--- src/rtl/dmem_arb_pkg.sv ---
// Shared types and constants for the data-memory arbiter: FSM state encoding,
// access-owner codes and counter widths.
package dmem_arb_pkg;

    typedef enum logic [1:0] {
        IDLE  = 2'd0,
        ISSUE = 2'd1,
        WAIT  = 2'd2,
        DONE  = 2'd3
    } arb_state_t;

    localparam logic OWN_CPU = 1'b0;
    localparam logic OWN_DBG = 1'b1;

    // Holds MEM_LAT-1 for MEM_LAT up to 4.
    localparam int LAT_CNT_W = 2;
    // Holds STARVE_MAX up to 15.
    localparam int STARVE_W  = 4;

endpackage

--- src/rtl/dmem_arb_prio.sv ---
// Grant decision between CPU and debug, with the starvation counter that forces
// a debug grant after STARVE_MAX consecutive CPU wins over a waiting debug request.
module dmem_arb_prio
    import dmem_arb_pkg::*;
#(
    parameter int STARVE_MAX = 4
) (
    input  logic clk_i,
    input  logic rst_i,
    input  logic arb_en,
    input  logic cpu_req,
    input  logic dbg_req,
    output logic gnt_dbg
);

    logic [STARVE_W-1:0] starve_cnt;

    assign gnt_dbg = dbg_req && (!cpu_req || (starve_cnt == STARVE_W'(STARVE_MAX)));

    always_ff @(posedge clk_i or posedge rst_i) begin
        if (rst_i) begin
            starve_cnt <= '0;
        end else if (arb_en && (cpu_req || dbg_req)) begin
            if (gnt_dbg) begin
                starve_cnt <= '0;
            end else if (dbg_req && (starve_cnt != STARVE_W'(STARVE_MAX))) begin
                starve_cnt <= starve_cnt + 1'b1;
            end
        end
    end

endmodule

--- src/rtl/dmem_arbiter.sv ---
// Single-port data-memory arbiter between the CPU MEM stage and the debug port.
// Optional perf counters are built when DMEM_ARB_PERF_EN is defined.
//
// state | meaning
// IDLE  | arbitrate; latch winner's we/addr/wdata
// ISSUE | one-cycle memory strobe
// WAIT  | MEM_LAT cycles on a down-counter; read data captured on the last
// DONE  | completion cycle for the owner
module dmem_arbiter
    import dmem_arb_pkg::*;
#(
    parameter int AW         = 32,
    parameter int DW         = 32,
    parameter int MEM_LAT    = 1,
    parameter int STARVE_MAX = 4
) (
    input  logic          clk_i,
    input  logic          rst_i,
    input  logic          cpu_req_i,
    input  logic          cpu_we_i,
    input  logic [AW-1:0] cpu_addr_i,
    input  logic [DW-1:0] cpu_wdata_i,
    output logic [DW-1:0] cpu_rdata_o,
    output logic          cpu_stall_o,
    input  logic          dbg_req_i,
    input  logic          dbg_we_i,
    input  logic [AW-1:0] dbg_addr_i,
    input  logic [DW-1:0] dbg_wdata_i,
    output logic          dbg_gnt_o,
    output logic [DW-1:0] dbg_rdata_o,
    output logic          dbg_rvalid_o,
    output logic          mem_en_o,
    output logic          mem_we_o,
    output logic [AW-1:0] mem_addr_o,
    output logic [DW-1:0] mem_wdata_o,
    input  logic [DW-1:0] mem_rdata_i
`ifdef DMEM_ARB_PERF_EN
    ,
    output logic [31:0]   perf_stall_cyc_o,
    output logic [15:0]   perf_dbg_acc_o
`endif
);

    arb_state_t           state_q, state_d;
    logic                 owner_q;
    logic                 we_q;
    logic [AW-1:0]        addr_q;
    logic [DW-1:0]        wdata_q;
    logic [DW-1:0]        rdata_q;
    logic [LAT_CNT_W-1:0] lat_cnt_q;
    logic                 arb_en;
    logic                 any_req;
    logic                 gnt_dbg;

    assign arb_en  = (state_q == IDLE);
    assign any_req = cpu_req_i | dbg_req_i;

    dmem_arb_prio #(
        .STARVE_MAX (STARVE_MAX)
    ) u_prio (
        .clk_i   (clk_i),
        .rst_i   (rst_i),
        .arb_en  (arb_en),
        .cpu_req (cpu_req_i),
        .dbg_req (dbg_req_i),
        .gnt_dbg (gnt_dbg)
    );

    always_comb begin
        state_d = state_q;
        case (state_q)
            IDLE:    if (any_req) state_d = ISSUE;
            ISSUE:   state_d = WAIT;
            WAIT:    if (lat_cnt_q == '0) state_d = DONE;
            DONE:    state_d = IDLE;
            default: state_d = IDLE;
        endcase
    end

    always_ff @(posedge clk_i or posedge rst_i) begin
        if (rst_i) begin
            state_q   <= IDLE;
            owner_q   <= OWN_CPU;
            we_q      <= 1'b0;
            addr_q    <= '0;
            wdata_q   <= '0;
            rdata_q   <= '0;
            lat_cnt_q <= '0;
        end else begin
            state_q <= state_d;
            if (arb_en && any_req) begin
                owner_q <= gnt_dbg ? OWN_DBG : OWN_CPU;
                we_q    <= gnt_dbg ? dbg_we_i : cpu_we_i;
                addr_q  <= gnt_dbg ? dbg_addr_i : cpu_addr_i;
                wdata_q <= gnt_dbg ? dbg_wdata_i : cpu_wdata_i;
            end
            if (state_q == ISSUE) begin
                lat_cnt_q <= LAT_CNT_W'(MEM_LAT - 1);
            end else if ((state_q == WAIT) && (lat_cnt_q != '0)) begin
                lat_cnt_q <= lat_cnt_q - 1'b1;
            end
            // Writes must not disturb the last read value.
            if ((state_q == WAIT) && (lat_cnt_q == '0) && !we_q) begin
                rdata_q <= mem_rdata_i;
            end
        end
    end

    assign mem_en_o     = (state_q == ISSUE);
    assign mem_we_o     = (state_q == ISSUE) && we_q;
    assign mem_addr_o   = addr_q;
    assign mem_wdata_o  = wdata_q;
    assign dbg_gnt_o    = (state_q == ISSUE) && (owner_q == OWN_DBG);
    assign dbg_rvalid_o = (state_q == DONE) && (owner_q == OWN_DBG);
    assign cpu_rdata_o  = rdata_q;
    assign dbg_rdata_o  = rdata_q;
    assign cpu_stall_o  = !rst_i && cpu_req_i && !((state_q == DONE) && (owner_q == OWN_CPU));

`ifdef DMEM_ARB_PERF_EN
    always_ff @(posedge clk_i or posedge rst_i) begin
        if (rst_i) begin
            perf_stall_cyc_o <= '0;
            perf_dbg_acc_o   <= '0;
        end else begin
            if (cpu_stall_o && (perf_stall_cyc_o != '1)) begin
                perf_stall_cyc_o <= perf_stall_cyc_o + 32'd1;
            end
            if (dbg_rvalid_o && (perf_dbg_acc_o != '1)) begin
                perf_dbg_acc_o <= perf_dbg_acc_o + 16'd1;
            end
        end
    end
`endif

endmodule

--- config.mk ---
export PLATFORM = sky130hd
export DESIGN_NAME = dmem_arbiter
export DESIGN_NICKNAME = d
export VERILOG_FILES = /design/src/rtl/dmem_arb_pkg.sv /design/src/rtl/dmem_arb_prio.sv /design/src/rtl/dmem_arbiter.sv
export SDC_FILE = /design/constraint.sdc
export NUM_CORES = 1
export LEC_CHECK = 0
export BUFFER_PORTS_ARGS = -buffer_cell sky130_fd_sc_hd__buf_2
export CORE_AREA = 2 2 117 119
export CTS_CLUSTER_DIAMETER = 50
export DETAILED_ROUTE_END_ITERATION = 16
export DIE_AREA = 0 0 119 121
export PLACE_DENSITY = 0.86
export SLEW_MARGIN = 20
export SYNTH_ARGS = -nofsm -noshare
export SYNTH_HDL_FRONTEND = slang
export SYNTH_SLANG_ARGS = --single-unit
--- constraint.sdc ---
create_clock -name clk_i -period 3.2 [get_ports clk_i]
set_input_delay 0.16 -clock clk_i [delete_from_list [all_inputs] [get_ports clk_i]]
set_output_delay 0.16 -clock clk_i [all_outputs]
set_load 0.05 [all_outputs]
==> summary.md, run 1 <==
Of all flip-flops after synthesis, the portion carrying an async set or reset was 100%. Counting flops and latches in the post-synthesis netlist gives 106. The dominant delay contributor by cell family on the critical path was buffers and inverters. Clock-pin slew was measured on the worst setup and hold paths at 0.07 ns.

STA classifies the critical path endpoint as a flop. The number of buffers and inverters on the critical path was 2; the overall die height was 121 um. The post-synthesis area per instance is 10.3 um2.

The core region is 0.0131 mm2. The number of antenna diodes in the final layout is 0. The tool flagged a number of max-cap violations equal to 0. The dominant cell type by area after synthesis is sky130_fd_sc_hd__dfrtp_1. For the worst setup path, the data arrival time is 2.38 ns. The flow ran to the end, but the final reports show violations. Pin count of the biggest net entering global routing: 68. The initial cell density of the core is 41.9%. STA puts the critical path data required time at 3.46 ns. CTS placed an instance of sky130_fd_sc_hd__clkbuf_16 at the clock tree root.

After detailed routing, the average wire length per cell comes to 16.3 um. The largest single stage delay on the critical path is 0.54 ns. Across the routed clock network, the largest skew measured is 0.00589 ns. The final core area utilization came out at 54.3%. The count of distinct cell types in the synthesized netlist is 35. The power per standard cell area works out to 1300 mW/mm2. Across every metal layer, demand over resource in global routing totals 21.3%.

Max-slew violation total from the final report: 0. Deepest clock path buffer count: 2. Once the clock tree was built, the resizer swapped 0 gates to a different size. The fraction of the cycle the final worst path needs works out to 66.3%.

The total grt overflow is 0, and the post-layout net count is 942. The start-to-end type of the worst setup path is flop to flop. The type of the tightest min-delay check is input pin to async pin. In the routed design, unresolved DRC markers number 0. The die outline width was 119 um.

After synthesis the cells add up to 0.00548 mm2. Synthesis handed over a netlist of 531 instances. Most common cell after layout, fill and taps aside: sky130_fd_sc_hd__buf_2.

Ranked by total cell area, the synthesized netlist is headed by sky130_fd_sc_hd__dfrtp_1 48%, sky130_fd_sc_hd__nand2_1 9.2%, sky130_fd_sc_hd__o211ai_2 8.9%. The first global-routing pass estimated 24,200 um of wire. In this run, the number of DRC markers left after iteration 0 of detailed routing was 323.

For this design the static power due to leakage is 0.00355 uW. During placement, the flow inserted port buffers numbering 298. The largest fanout on the critical path is 59, and the met2 routing resource usage after global routing is 36.8%. At the end of routability-driven placement, the weighted congestion stood at 0.766. The final critical path time including I/O delays and setup is 2.12 ns. In the global route stage, met1 resource usage came out at 25.5%. Wires add up to 15,500 um. The initial antenna violation count came out at 0.

The number of enable-type register cells in the synthesized netlist came out at 0. The run gives 0 as the number of routed nets with antenna violations. For this run, global-route usage on met3 was measured as 4.23%. Routing layer with the top usage in global route: met2. Using the TritonRoute via totals, the vias-per-cell ratio works out to 5.20. STA classifies the critical path startpoint as a flop. Of the cells placed in the final design, the portion with a size suffix greater than 1 is 51.5%. The run gives 11,200 um as the detailed-placement wirelength estimate. The growth of design area from synthesis to finish came out at 29.5%. For this run, the detailed router's first-pass iteration total came to 5.

The die covers 0.0144 mm2. The checks that failed: negative hold slack. The logs give 0 for the number of post-CTS setup repair buffers and 48.4% for the fraction of the yosys area taken by sequential cells. The critical path goes through inv_1 > ha_2 > o21a_2 > buf_4 > nand2_1 > o211ai_1.

The floorplan has 42 rows. For the worst-case vdd ir drop, the log shows 624 uV. Setup repair after global routing left no endpoint under its margin. The portion of synthesized cell area occupied by the leading cell type works out to 48.4%. Static timing analysis puts the maximum clock frequency at 0.471 GHz. The total clock sinks was 106; the count of vias placed by the detailed router was 4,933. Clock latency on the worst-skew pair, taken at its later pin, is 0.35 ns.

For this design the top-level I/O count stands at 299. The headroom to the max-slew limit came out at 33.9%. The largest individual stage delay along the critical path comes from the cell sky130_fd_sc_hd__buf_4.

Leaving out fill and tap cells, the most frequent cells in the layout are 298 x sky130_fd_sc_hd__buf_2, 134 x sky130_fd_sc_hd__nand2_1, 106 x sky130_fd_sc_hd__dfrtp_1. Counting the buffers created by CTS gives 9. The run gives 0 as the setup violation total in the final timing report. The via count of the first global-routing pass was 4,885.

The final hold violation count was 12. The count of hold buffers inserted by post-cts repair was 0. TritonCTS built the clock tree.

The level count of the clock H-tree is 3, and the number of warnings reported in the yosys synthesis log is 0. The synthesized netlist net count was 704; the accumulated negative setup slack was 0 ns. At the pin with the least slew margin, the transition time is 0.988 ns. The minimum hold slack was -0.00926 ns.

The most frequently used flop master after synthesis is sky130_fd_sc_hd__dfrtp_1.
-- report_power, final --
| group | leakage, uW | internal (uW) | switching, uW |
|---|---|---|---|
| logic | 0.00211 | 1400 | 4300 |
| clock network | 0.000146 | 686 | 491 |
| registers | 0.00130 | 1980 | 390 |
-- sequential cells by signal, summed over array words and instances (netlist names) --
signal / flops
owner_q: 1
mem_wdata_o: 32
cpu_rdata_o: 32
we_q: 1
lat_cnt_q: 2
u_prio.starve_cnt: 4
state_q: 2
mem_addr_o: 32
-- layout make-up --
class                   count  area [um2]
inverters                  10        40.0
clock inverters             4        76.3
repair buffers            307        1600
flip-flops and latches    106        2650
multi-input cells         335        2280
fillers                  1136        5990
well taps                 176         220
clock buffers              11         233
-- per-layer routing --
metal	up-vias	part of all wire, %
met1	2341	39
li1	2326	-
met2	241	51
met5	-	0
met4	0	2.7
met3	25	7.0
-- metrics by stage --
step	worst slack [ns]	area, um2	hold WS, ns	power (uW)	cells
detailed placement	1.06	6790	0.396	8130	934
finish	1.08	7100	-0.00926	9240	949
global route	0.891	7100	0.0269	9720	949
global placement	1.15	6790	0.392	8020	934
floorplan	0.251	5480	0.310	7110	531
CTS	1.05	7100	0.0231	9320	949
-- path summary, 6_finish.rpt --
path / startpoint / end / slack (ns) / cells after the start
max: state_q[0]$_DFFE_PP0P_ / mem_addr_o[13]$_DFFE_PP0P_ / 1.08 / 6
min: rst_i / cpu_rdata_o[23]$_DFFE_PP0P_ / -0.009 / 2
max reg2reg: state_q[0]$_DFFE_PP0P_ / mem_addr_o[13]$_DFFE_PP0P_ / 1.08 / 6
min reg2reg: mem_wdata_o[0]$_DFFE_PP0P_ / mem_wdata_o[0]$_DFFE_PP0P_ / 0.48 / 2
max in group asynchronous: rst_i / mem_wdata_o[22]$_DFFE_PP0P_ / 2.51 / 3
min in group clk_i: mem_rdata_i[30] / cpu_rdata_o[30]$_DFFE_PP0P_ / 0.04 / 2
-- cells in the mapped netlist (3+ instances only) --
master                     count
sky130_fd_sc_hd__nor2_1        3
sky130_fd_sc_hd__o211ai_1     26
sky130_fd_sc_hd__inv_1         9
sky130_fd_sc_hd__nand2_1     134
sky130_fd_sc_hd__dfrtp_1     106
sky130_fd_sc_hd__buf_4        41
sky130_fd_sc_hd__nand4_1      65
sky130_fd_sc_hd__o211ai_2     39
sky130_fd_sc_hd__mux2_2       33
sky130_fd_sc_hd__buf_2        17
sky130_fd_sc_hd__buf_8         4
sky130_fd_sc_hd__ha_1          7
sky130_fd_sc_hd__clkbuf_1     16
sky130_fd_sc_hd__and2_1        3
-- cells by family (layout without fill, tap and decap cells) --
family,Yosys count,after routing,synth area share [%]
buffers and inverters,90,332,10.3
and+or+nand+nor,215,215,18.4
adders and majority gates,7,7,1.60
muxes,34,34,6.96
xor gates and xnor gates,1,1,0.160
AOI/OAI and AO/OA,78,78,14.2
DFF,106,106,48.4
No activity file was read; power rests on OpenSTA's default activity.
==> run 2, diff against run 1 <==
ABC_AREA = 1   (was unset)
CORE_AREA = unset   (was 2 2 117 119)
CORE_MARGIN = 2   (was unset)
CORE_UTILIZATION = 46   (was unset)
DIE_AREA = unset   (was 0 0 119 121)
PLACE_DENSITY = 0.91   (was 0.86)
clock period = 2.1 ns   (was 3.2 ns; I/O delays follow)
==> run 2 against run 1 <==
Against the previous run:
- the flow now finishes without violations
- design area up 7.6%
- die area down 6.8%
- critical path type unchanged
- global-route usage up 2.6 points
- critical path depth up 2
- via count up 19%
- non-clock buffer count up 29
- worst hold slack better by 0.013 ns
- sequential share of layout area down 2.6 points
- register-to-register slack worse by 0.66 ns
- cell count up 30%
- core utilization up 8.8 points
- power up 48%
- largest power group unchanged
- largest cell class unchanged
==> summary.md, run 2 <==
The tools report the reg-to-reg critical path startpoint as state_q[0]$_DFFE_PP0P_ (unchanged). The tools report the wire length of the first global-routing pass as 25,000 um (was 24,200 um). The net switching component of the power came out at 7980 uW (was 5180 uW).

For the fraction of the yosys area taken by sequential cells, the log shows 46.1% (was 48.4%). The number of max-capacitance violations reported is 0 (unchanged), and the final critical path time including I/O delays and setup is 1.69 ns (was 2.12 ns). The run gives 0.843 (was 0.766) as the weighted congestion reported at the end of routability-driven placement.

Leakage power summed over all cells: 0.00483 uW (was 0.00355 uW). TritonCTS built the clock tree. For the total clock sinks, the log shows 106 (unchanged). Post-synthesis area per instance: 7.22 um2 (was 10.3 um2). Root cell of the clock tree: sky130_fd_sc_hd__clkbuf_16 (unchanged). The run gives 16,200 um (was 15,500 um) as the total wire length after detailed routing. The level count of the clock H-tree came out at 3 (unchanged).

The tools report the headroom to the max-slew limit as 62.6% (was 33.9%). Final hold violation count: 0 (was 12). The run gives 0.00764 mm2 (was 0.00710 mm2) as the final cell area excluding filler cells. Clock latency on the worst-skew pair: 0.34 ns (was 0.35 ns). For the detailed-placement wirelength estimate, the log shows 11,600 um (was 11,200 um). Type of the tightest min-delay check: input pin to flop (was input pin to async pin).

The tools report the signal arrival time at the worst endpoint as 1.91 ns (was 2.38 ns). The max-slew violation total from the final report is 0 (unchanged). The path depth of the worst reg2reg path was 8 (was 6). The most frequent cell after synthesis is sky130_fd_sc_hd__nand2_1 (unchanged).

The tools report the initial antenna violation count as 1 (was 0). For the accumulated negative setup slack, the log shows 0 ns (unchanged). The tools report the via count of the first global-routing pass as 5,241 (was 4,885). The switching portion of total power works out to 58.4% (was 56.0%). The run gives 23.8% (was 21.3%) as the global-route total usage across every layer.

The initial cell density of the core was 47.5% (was 41.9%); the die outline width was 116 um (was 119 um). The pin count of the biggest net entering global routing is 91 (was 68), and the power share of the combinational group is 61.5% (was 61.6%). The number of instances in the synthesized netlist was 797 (was 531). The number of rows in the core area came out at 40 (was 42). Core footprint: 0.0121 mm2 (was 0.0131 mm2). Endpoint kind of the worst setup timing path: a flop (unchanged). The setup violation total in the final timing report is 0 (unchanged), and the number of clock buffers inserted by TritonCTS is 9 (unchanged). The growth of design area from synthesis to finish is 32.8% (was 29.5%), and the number of warnings reported in the yosys synthesis log is 0 (unchanged). The relative contribution of sequential cells to total power is 27.4% (was 25.7%). The flip-flop and latch count after synthesis works out to 106 (unchanged).

The worst-case hold path end point is cpu_rdata_o[3]$_DFFE_PP0P_. The most common cell after layout, fill and taps aside is sky130_fd_sc_hd__buf_2 (unchanged). Most frequent cells in the layout: 298 x sky130_fd_sc_hd__buf_2, 270 x sky130_fd_sc_hd__nand2_1, 167 x sky130_fd_sc_hd__nand3_1 (was 298 x sky130_fd_sc_hd__buf_2, 134 x sky130_fd_sc_hd__nand2_1, 106 x sky130_fd_sc_hd__dfrtp_1).

Setup repair after global routing left no endpoint under its margin. The run gives 0.0134 mm2 (was 0.0144 mm2) as the area of the die. The number of post-CTS setup repair buffers was 0 (unchanged). The number of search-and-repair iterations in the first detailed-routing pass was 5 (unchanged); the fraction of final layout cells sized beyond drive strength 1 was 30.9% (was 51.5%).

The number of fillers in the final layout came out at 1,027 (was 1,136). Start-to-end type of the worst setup path: flop to flop (unchanged). The flow ran to the end, and the final reports show no timing, DRC or antenna violations. The largest fanout on the critical path is 49 (was 59). Worst reg2reg path endpoint: u_prio.starve_cnt[3]$_DFFE_PP0P_ (was mem_addr_o[13]$_DFFE_PP0P_). The worst hold path begins at mem_rdata_i[3].

The measured slew at the worst slew-check pin came out at 0.559 ns (was 0.988 ns). The ratio of routed vias to standard cells was 4.76 (was 5.20); the cell area after synthesis was 0.00575 mm2 (was 0.00548 mm2). Number of placed I/O pins: 299 (unchanged). The worst-case vdd ir drop came out at 1210 uV (was 624 uV). Number of enable-type register cells in the synthesized netlist: 0 (unchanged).

The dominant cell type by area after synthesis is sky130_fd_sc_hd__dfrtp_1 (unchanged). The worst setup slack after layout was 0.415 ns (was 1.08 ns). The tools report the number of routed nets with antenna violations as 0 (unchanged). Area contributors post-synth: sky130_fd_sc_hd__dfrtp_1 46%, sky130_fd_sc_hd__nand2_1 18%, sky130_fd_sc_hd__nand3_1 15% (was sky130_fd_sc_hd__dfrtp_1 48%, sky130_fd_sc_hd__nand2_1 9.2%, sky130_fd_sc_hd__o211ai_2 8.9%). The run gives 5680 uW (was 4060 uW) as the internal power of the cells. Most frequently used flop master after synthesis: sky130_fd_sc_hd__dfrtp_1 (unchanged). The overall die height is 116 um (was 121 um). Most frequent cells after synthesis: 270 x sky130_fd_sc_hd__nand2_1, 167 x sky130_fd_sc_hd__nand3_1, 146 x sky130_fd_sc_hd__inv_1 (was 134 x sky130_fd_sc_hd__nand2_1, 106 x sky130_fd_sc_hd__dfrtp_1, 65 x sky130_fd_sc_hd__nand4_1). Deepest clock path buffer count: 2 (unchanged). The portion of synthesized cell area occupied by the leading cell type works out to 46.1% (was 48.4%). Fraction of the cycle the final worst path needs: 80.3% (was 66.3%).

For the count of distinct cell types in the synthesized netlist, the log shows 20 (was 35). The nature of the critical path startpoint was a flop (unchanged). The average routed wire per standard cell works out to 13.1 um (was 16.3 um). The tools report the synthesized netlist net count as 970 (was 704). For the setup skew after layout, the log shows 0.00807 ns (was 0.00589 ns). The post-CTS resize count was 0 (unchanged); the number of diodes added for antenna fixing was 0 (unchanged). The clock transition at the register clock pins on the worst setup and hold paths after CTS came out at 0.07 ns (about the same).

The proportion of register bits with asynchronous set or reset after synthesis is 100% (unchanged). Required time of the critical path: 2.32 ns (was 3.46 ns). The post-layout net count is 1,239 (was 942), and the worst-case setup slack after placement is 0.404 ns (was 1.06 ns). The run gives 0 (unchanged) as the total grt overflow. The final core area utilization is 63.1% (was 54.3%), and the power per standard cell area is 1790 mW/mm2 (was 1300 mW/mm2). Top achievable clock speed: 0.593 GHz (was 0.471 GHz). The slack of the worst reg-to-reg path was 0.41 ns (was 1.08 ns); the count of vias placed by the detailed router was 5,890 (was 4,933). The remaining design rule violation count is 0 (unchanged), and the port buffer count is 298 (unchanged).

The clock network power share is 11.1% (was 12.7%), and the number of stages on the worst hold path is 3. Placed instance area: 0.00713 mm2 (was 0.00679 mm2). For the number of DRC markers in iteration 0, the log shows 372 (was 323).
run 2: cell count changes in the layout (fill, tap and decap cells not counted), sizes merged, moves of 3 or more:
cell,delta
mux2,-33
o211ai,-65
nand2,+138
nand4,-63
clkinvlp,+3
nand3,+165
nor2,+5
dlygate4sd3,+25
and2,-3
inv,+135
buf,+4
run 2: cell families after synthesis:
logic type / share of synthesized area, %
xor+xnor: 0.305
simple gates: 33.1
flops: 46.1
fa+ha+maj: 1.52
compound gates: 0.892
buf+inv: 18.1
run 2: worst max-delay path by stage:
stage | startpoint | end | slack, ns
after floorplan | state_q[0]$_DFFE_PP0P_ | cpu_stall_o | 0.18
after global placement | state_q[0]$_DFFE_PP0P_ | u_prio.starve_cnt[3]$_DFFE_PP0P_ | 0.51
after detailed placement | state_q[0]$_DFFE_PP0P_ | u_prio.starve_cnt[3]$_DFFE_PP0P_ | 0.40
after CTS | state_q[0]$_DFFE_PP0P_ | u_prio.starve_cnt[3]$_DFFE_PP0P_ | 0.40
after global routing | state_q[0]$_DFFE_PP0P_ | u_prio.starve_cnt[3]$_DFFE_PP0P_ | 0.23
final | state_q[0]$_DFFE_PP0P_ | u_prio.starve_cnt[3]$_DFFE_PP0P_ | 0.41
run 2: layer usage:
layer | GRT usage, % | share of wire (%)
met1 | 28.8 | 39
met2 | 41.9 | 50
met3 | 4.39 | 8.2
met4 | 10.2 | 3.0
met5 | 0 | 0.080
run 2: stage by stage:
step / cells / hold WS [ns] / power [uW]
after CTS: 1238 / 0.00291 / 13700
final: 1238 / 0.00361 / 13700
after detailed placement: 1198 / 0.131 / 12100
after global placement: 1198 / 0.121 / 12000
after global routing: 1238 / 0.00490 / 14500
after floorplan: 797 / 0.250 / 10400
run 2: layout make-up:
cell class / count / area (um2) / area share [%]
repair buffers: 336 / 1890 / 24.7
well taps: 168 / 210 / 2.75
clock buffers: 10 / 229 / 3.00
clock inverters: 5 / 32.5 / 0.426
flip-flops and latches: 106 / 2650 / 34.7
inverters: 147 / 556 / 7.27
multi-input cells: 466 / 2070 / 27.1
run 2: worst max-delay path: stages (launching register included):
cell                      delay, ns
sky130_fd_sc_hd__dfrtp_1       0.42
sky130_fd_sc_hd__inv_1         0.10
sky130_fd_sc_hd__ha_1          0.24
sky130_fd_sc_hd__o21ai_4       0.20
sky130_fd_sc_hd__inv_2         0.13
sky130_fd_sc_hd__buf_12        0.21
sky130_fd_sc_hd__nand2_1       0.12
sky130_fd_sc_hd__nand2_1       0.08
sky130_fd_sc_hd__nand2_1       0.05
run 2: timing repair:
item	4_1_cts	5_1_grt
setup endpoints to repair	0	0
hold buffers	25	0
hold endpoints to repair	40	0
run 2: power by group through the flow:
stage                     Clock [uW]  Sequential (uW)  Combinational (uW)
after floorplan                    0             6820                3620
after global placement             0             3700                8290
after detailed placement           0             3720                8420
after CTS                       1550             3710                8450
after global routing            1640             3840                8980
final                           1520             3740                8410
==> run 3, diff against run 2 <==
ABC_AREA = 0   (was 1)
CORE_AREA = 2 2 117 119   (was unset)
CORE_MARGIN = unset   (was 2)
CORE_UTILIZATION = unset   (was 46)
DIE_AREA = 0 0 119 121   (was unset)
PLACE_DENSITY = 0.86   (was 0.91)
clock period = 1.6 ns   (was 2.1 ns; I/O delays follow)
==> run 3 against run 2 <==
Against the previous run:
- die area up 7.3%
- wire length increased by 15%
- global-route usage increased by 0.59 points
- combinational power grew 46%
- via count fell by 2.7%
- critical endpoint is now cpu_stall_o
- worst hold slack improved by 0.0068 ns
- clock skew shrank 0.00067 ns
- power is 44% higher
- critical path depth is 4 lower
- setup slack got worse by 0.37 ns
==> summary.md, run 3 (synthesized netlist as in run 1, its figures left out) <==
The beginning of the critical path is state_q[0]$_DFFE_PP0P_ (unchanged). The number of max-capacitance violations reported is 0 (unchanged). The overall die height is 121 um (was 116 um).

The worst-case vdd ir drop is 1320 uV (was 1210 uV), and the total chip power is 19,700 uW (was 13,700 uW). The deepest clock path buffer count is 2 (unchanged). The remaining design rule violation count was 0 (unchanged); the port buffer count was 298 (unchanged). Setup repair after global routing could not meet its margin everywhere. The wire length of the first global-routing pass is 27,900 um (was 25,000 um). Endpoint kind of the worst setup timing path: an output port (was a flop). The run gives 42 (was 40) as the number of rows in the core area. Start-to-end type of the worst setup path: flop to output port (was flop to flop).

The worst reg2reg path endpoint was mem_wdata_o[30]$_DFFE_PP0P_ (was u_prio.starve_cnt[3]$_DFFE_PP0P_). The critical-path cell with the highest stage delay was sky130_fd_sc_hd__dfrtp_1 (unchanged). Growth of design area from synthesis to finish: 54.3% (was 32.8%). The switching portion of total power is 54.3% (was 58.4%), and the power share of the combinational group is 62.5% (was 61.5%). TritonCTS built the clock tree. The net switching component of the power was 10,700 uW (was 7980 uW); the met3 capacity usage during global routing was 4.56% (was 4.39%). The internal power of the cells came out at 9000 uW (was 5680 uW). The headroom to the max-slew limit was 66.5% (was 62.6%). Ratio of routed vias to standard cells: 5.39 (was 4.76). The core footprint was 0.0131 mm2 (was 0.0121 mm2); the required time of the critical path was 1.52 ns (was 2.32 ns). The accumulated negative setup slack was 0 ns (unchanged); the signal arrival time at the worst endpoint was 1.47 ns (was 1.91 ns). The number of routed nets with antenna violations is 0 (unchanged). The met1 usage is 27.6% (was 28.8%).

The tools report the detailed-placement wirelength estimate as 11,200 um (was 11,600 um). The type of the tightest min-delay check is input pin to flop (unchanged). The tools report the final cell area excluding filler cells as 0.00846 mm2 (was 0.00764 mm2).

The run gives 5,729 (was 5,890) as the count of vias placed by the detailed router. Number of placed I/O pins: 299 (unchanged). The worst setup path endpoint was cpu_stall_o (was u_prio.starve_cnt[3]$_DFFE_PP0P_). The logs give 1,063 (was 1,238) for the number of non-filler instances in the completed layout and 3 (unchanged) for the level count of the clock H-tree.

The met2 routing resource usage after global routing was 43.6% (was 41.9%); the final hold violation count was 0 (unchanged). The weighted congestion reported at the end of routability-driven placement is 0.799 (was 0.843). The power per standard cell area works out to 2330 mW/mm2 (was 1790 mW/mm2). The number of clock buffers inserted by TritonCTS was 9 (unchanged); the fraction of final layout cells sized beyond drive strength 1 was 48.4% (was 30.9%). The clock network power share was 13.2% (was 11.1%). The pin count of the biggest net entering global routing was 66 (was 91); the fraction of the cycle the final worst path needs was 97.0%. The initial cell density of the core was 41.9% (was 47.5%); the measured slew at the worst slew-check pin was 0.502 ns (was 0.559 ns).

Number of search-and-repair iterations in the first detailed-routing pass: 5 (unchanged). The combined flip-flop and latch cell area was 0.00265 mm2 (unchanged). For the setup skew after layout, the log shows 0.00740 ns (was 0.00807 ns). The tools report the nature of the critical path startpoint as a flop (unchanged). Cell chain of the critical path: buf_4 > ha_1 > a211oi_2 > buf_6 (was inv_1 > ha_1 > o21ai_4 > inv_2 > buf_12 > nand2_1 > nand2_1 > nand2_1). The via count of the first global-routing pass came out at 5,684 (was 5,241). The tools report the clock latency on the worst-skew pair as 0.35 ns (was 0.34 ns). The tools report the setup violation total in the final timing report as 0 (unchanged). Final critical path time including I/O delays and setup: 1.55 ns. The run finished with clean final reports. For the slack of the worst reg-to-reg path, the log shows 0.06 ns (was 0.41 ns). Reg-to-reg critical path startpoint: u_prio.starve_cnt[0]$_DFFE_PP0P_ (was state_q[0]$_DFFE_PP0P_). The clock transition at the register clock pins on the worst setup and hold paths after CTS was 0.07 ns (about the same).

The tools report the top achievable clock speed as 0.645 GHz. The placed instance area is 0.00698 mm2 (was 0.00713 mm2), and the number of fillers in the final layout is 975 (was 1,027). Most frequent cells in the layout: 295 x sky130_fd_sc_hd__buf_2, 134 x sky130_fd_sc_hd__nand2_1, 106 x sky130_fd_sc_hd__dfrtp_1 (was 298 x sky130_fd_sc_hd__buf_2, 270 x sky130_fd_sc_hd__nand2_1, 167 x sky130_fd_sc_hd__nand3_1).

The die outline width works out to 119 um (was 116 um). The leakage power summed over all cells came out at 0.00414 uW (was 0.00483 uW). The routing layer with the top usage in global route is met2 (unchanged). Post-layout net count: 1,054 (was 1,239). Relative contribution of sequential cells to total power: 24.3% (was 27.4%). The initial antenna violation count is 0 (was 1), and the max-slew violation total from the final report is 0 (unchanged). The largest fanout on the critical path works out to 3 (was 49). Area of the die: 0.0144 mm2 (was 0.0134 mm2). The area taken by multi-input logic gates was 0.00231 mm2 (was 0.00207 mm2); the average routed wire per standard cell was 17.6 um (was 13.1 um). The most common cell after layout, fill and taps aside is sky130_fd_sc_hd__buf_2 (unchanged). The global-route total usage across every layer was 24.4% (was 23.8%).

The root cell of the clock tree is sky130_fd_sc_hd__clkbuf_16 (unchanged). The total wire length after detailed routing is 18,700 um (was 16,200 um). Path depth of the worst reg2reg path: 7 (was 8).

The count of placed standard cells including taps came out at 948 (was 1,198). The number of DRC markers in iteration 0 was 490 (was 372); the total grt overflow was 0 (unchanged). The delay of the slowest critical-path stage was 0.38 ns (was 0.42 ns); the total clock sinks was 106 (unchanged).
## run 3: critical path, delay by kind of cell, from the launching register on
| kind | cells | cell delay [ns] |
|---|---|---|
| DFF | 1 | 0.38 |
| adders and majority gates | 1 | 0.21 |
| AOI/OAI and AO/OA | 1 | 0.21 |
| buffers and inverters | 2 | 0.34 |
## run 3: power by group through the flow
stage	sequential (uW)	combinational [uW]	clock, uW
6_report	4770	12300	2600
5_1_grt	4920	12900	2750
4_1_cts	4740	12000	2650
3_5_place_dp	4770	11900	0
3_3_place_gp	4730	11700	0
2_1_floorplan	8810	5410	0
## run 3: area by class of cell
| class | instances | share of cell area (%) |
|---|---|---|
| Tap cell | 176 | 2.60 |
| Multi-Input combinational cell | 335 | 27.4 |
| Clock inverter | 4 | 1.17 |
| Timing Repair Buffer | 419 | 34.0 |
| Sequential cell | 106 | 31.4 |
| Inverter | 10 | 0.488 |
| Clock buffer | 11 | 2.99 |
| Antenna cell | 2 | 0.0592 |
## run 3: worst min-delay path by stage
stage	startpoint	endpoint	slack, ns	depth (start not counted)
6_report	dbg_wdata_i[2]	mem_wdata_o[2]$_DFFE_PP0P_	0.01	3
5_1_grt	dbg_wdata_i[4]	mem_wdata_o[4]$_DFFE_PP0P_	0.007	3
4_1_cts	cpu_wdata_i[6]	mem_wdata_o[6]$_DFFE_PP0P_	0.0005	3
3_5_place_dp	rst_i	lat_cnt_q[1]$_DFFE_PP0P_	0.23	3
3_3_place_gp	rst_i	state_q[0]$_DFFE_PP0P_	0.23	3
2_1_floorplan	mem_rdata_i[30]	cpu_rdata_o[30]$_DFFE_PP0P_	0.23	1
## run 3: routing by layer
layer	vias to the layer above	wire, um
met3	78	1540
met4	0	763
met5	-	0
li1	2559	-
met1	2685	6890
met2	407	9530
## run 3: through the flow
stage	setup slack, ns	hold slack, ns	utilization (%)
after global routing	-0.0283	0.00715	64.6
after global placement	0.0890	0.225	53.3
after floorplan	0.0400	0.230	-
after detailed placement	0.0148	0.234	53.3
final	0.0488	0.0104	64.6
after CTS	0.00626	0.000544	62.9
## run 3: timing repair
item,4_1_cts,5_1_grt
gates cloned,0,7
pin swaps,0,2
setup buffers,0,2
endpoints found under the setup margin,3,72
hold buffers,89,0
gates resized for setup,3,14
hold endpoints to repair,189,0
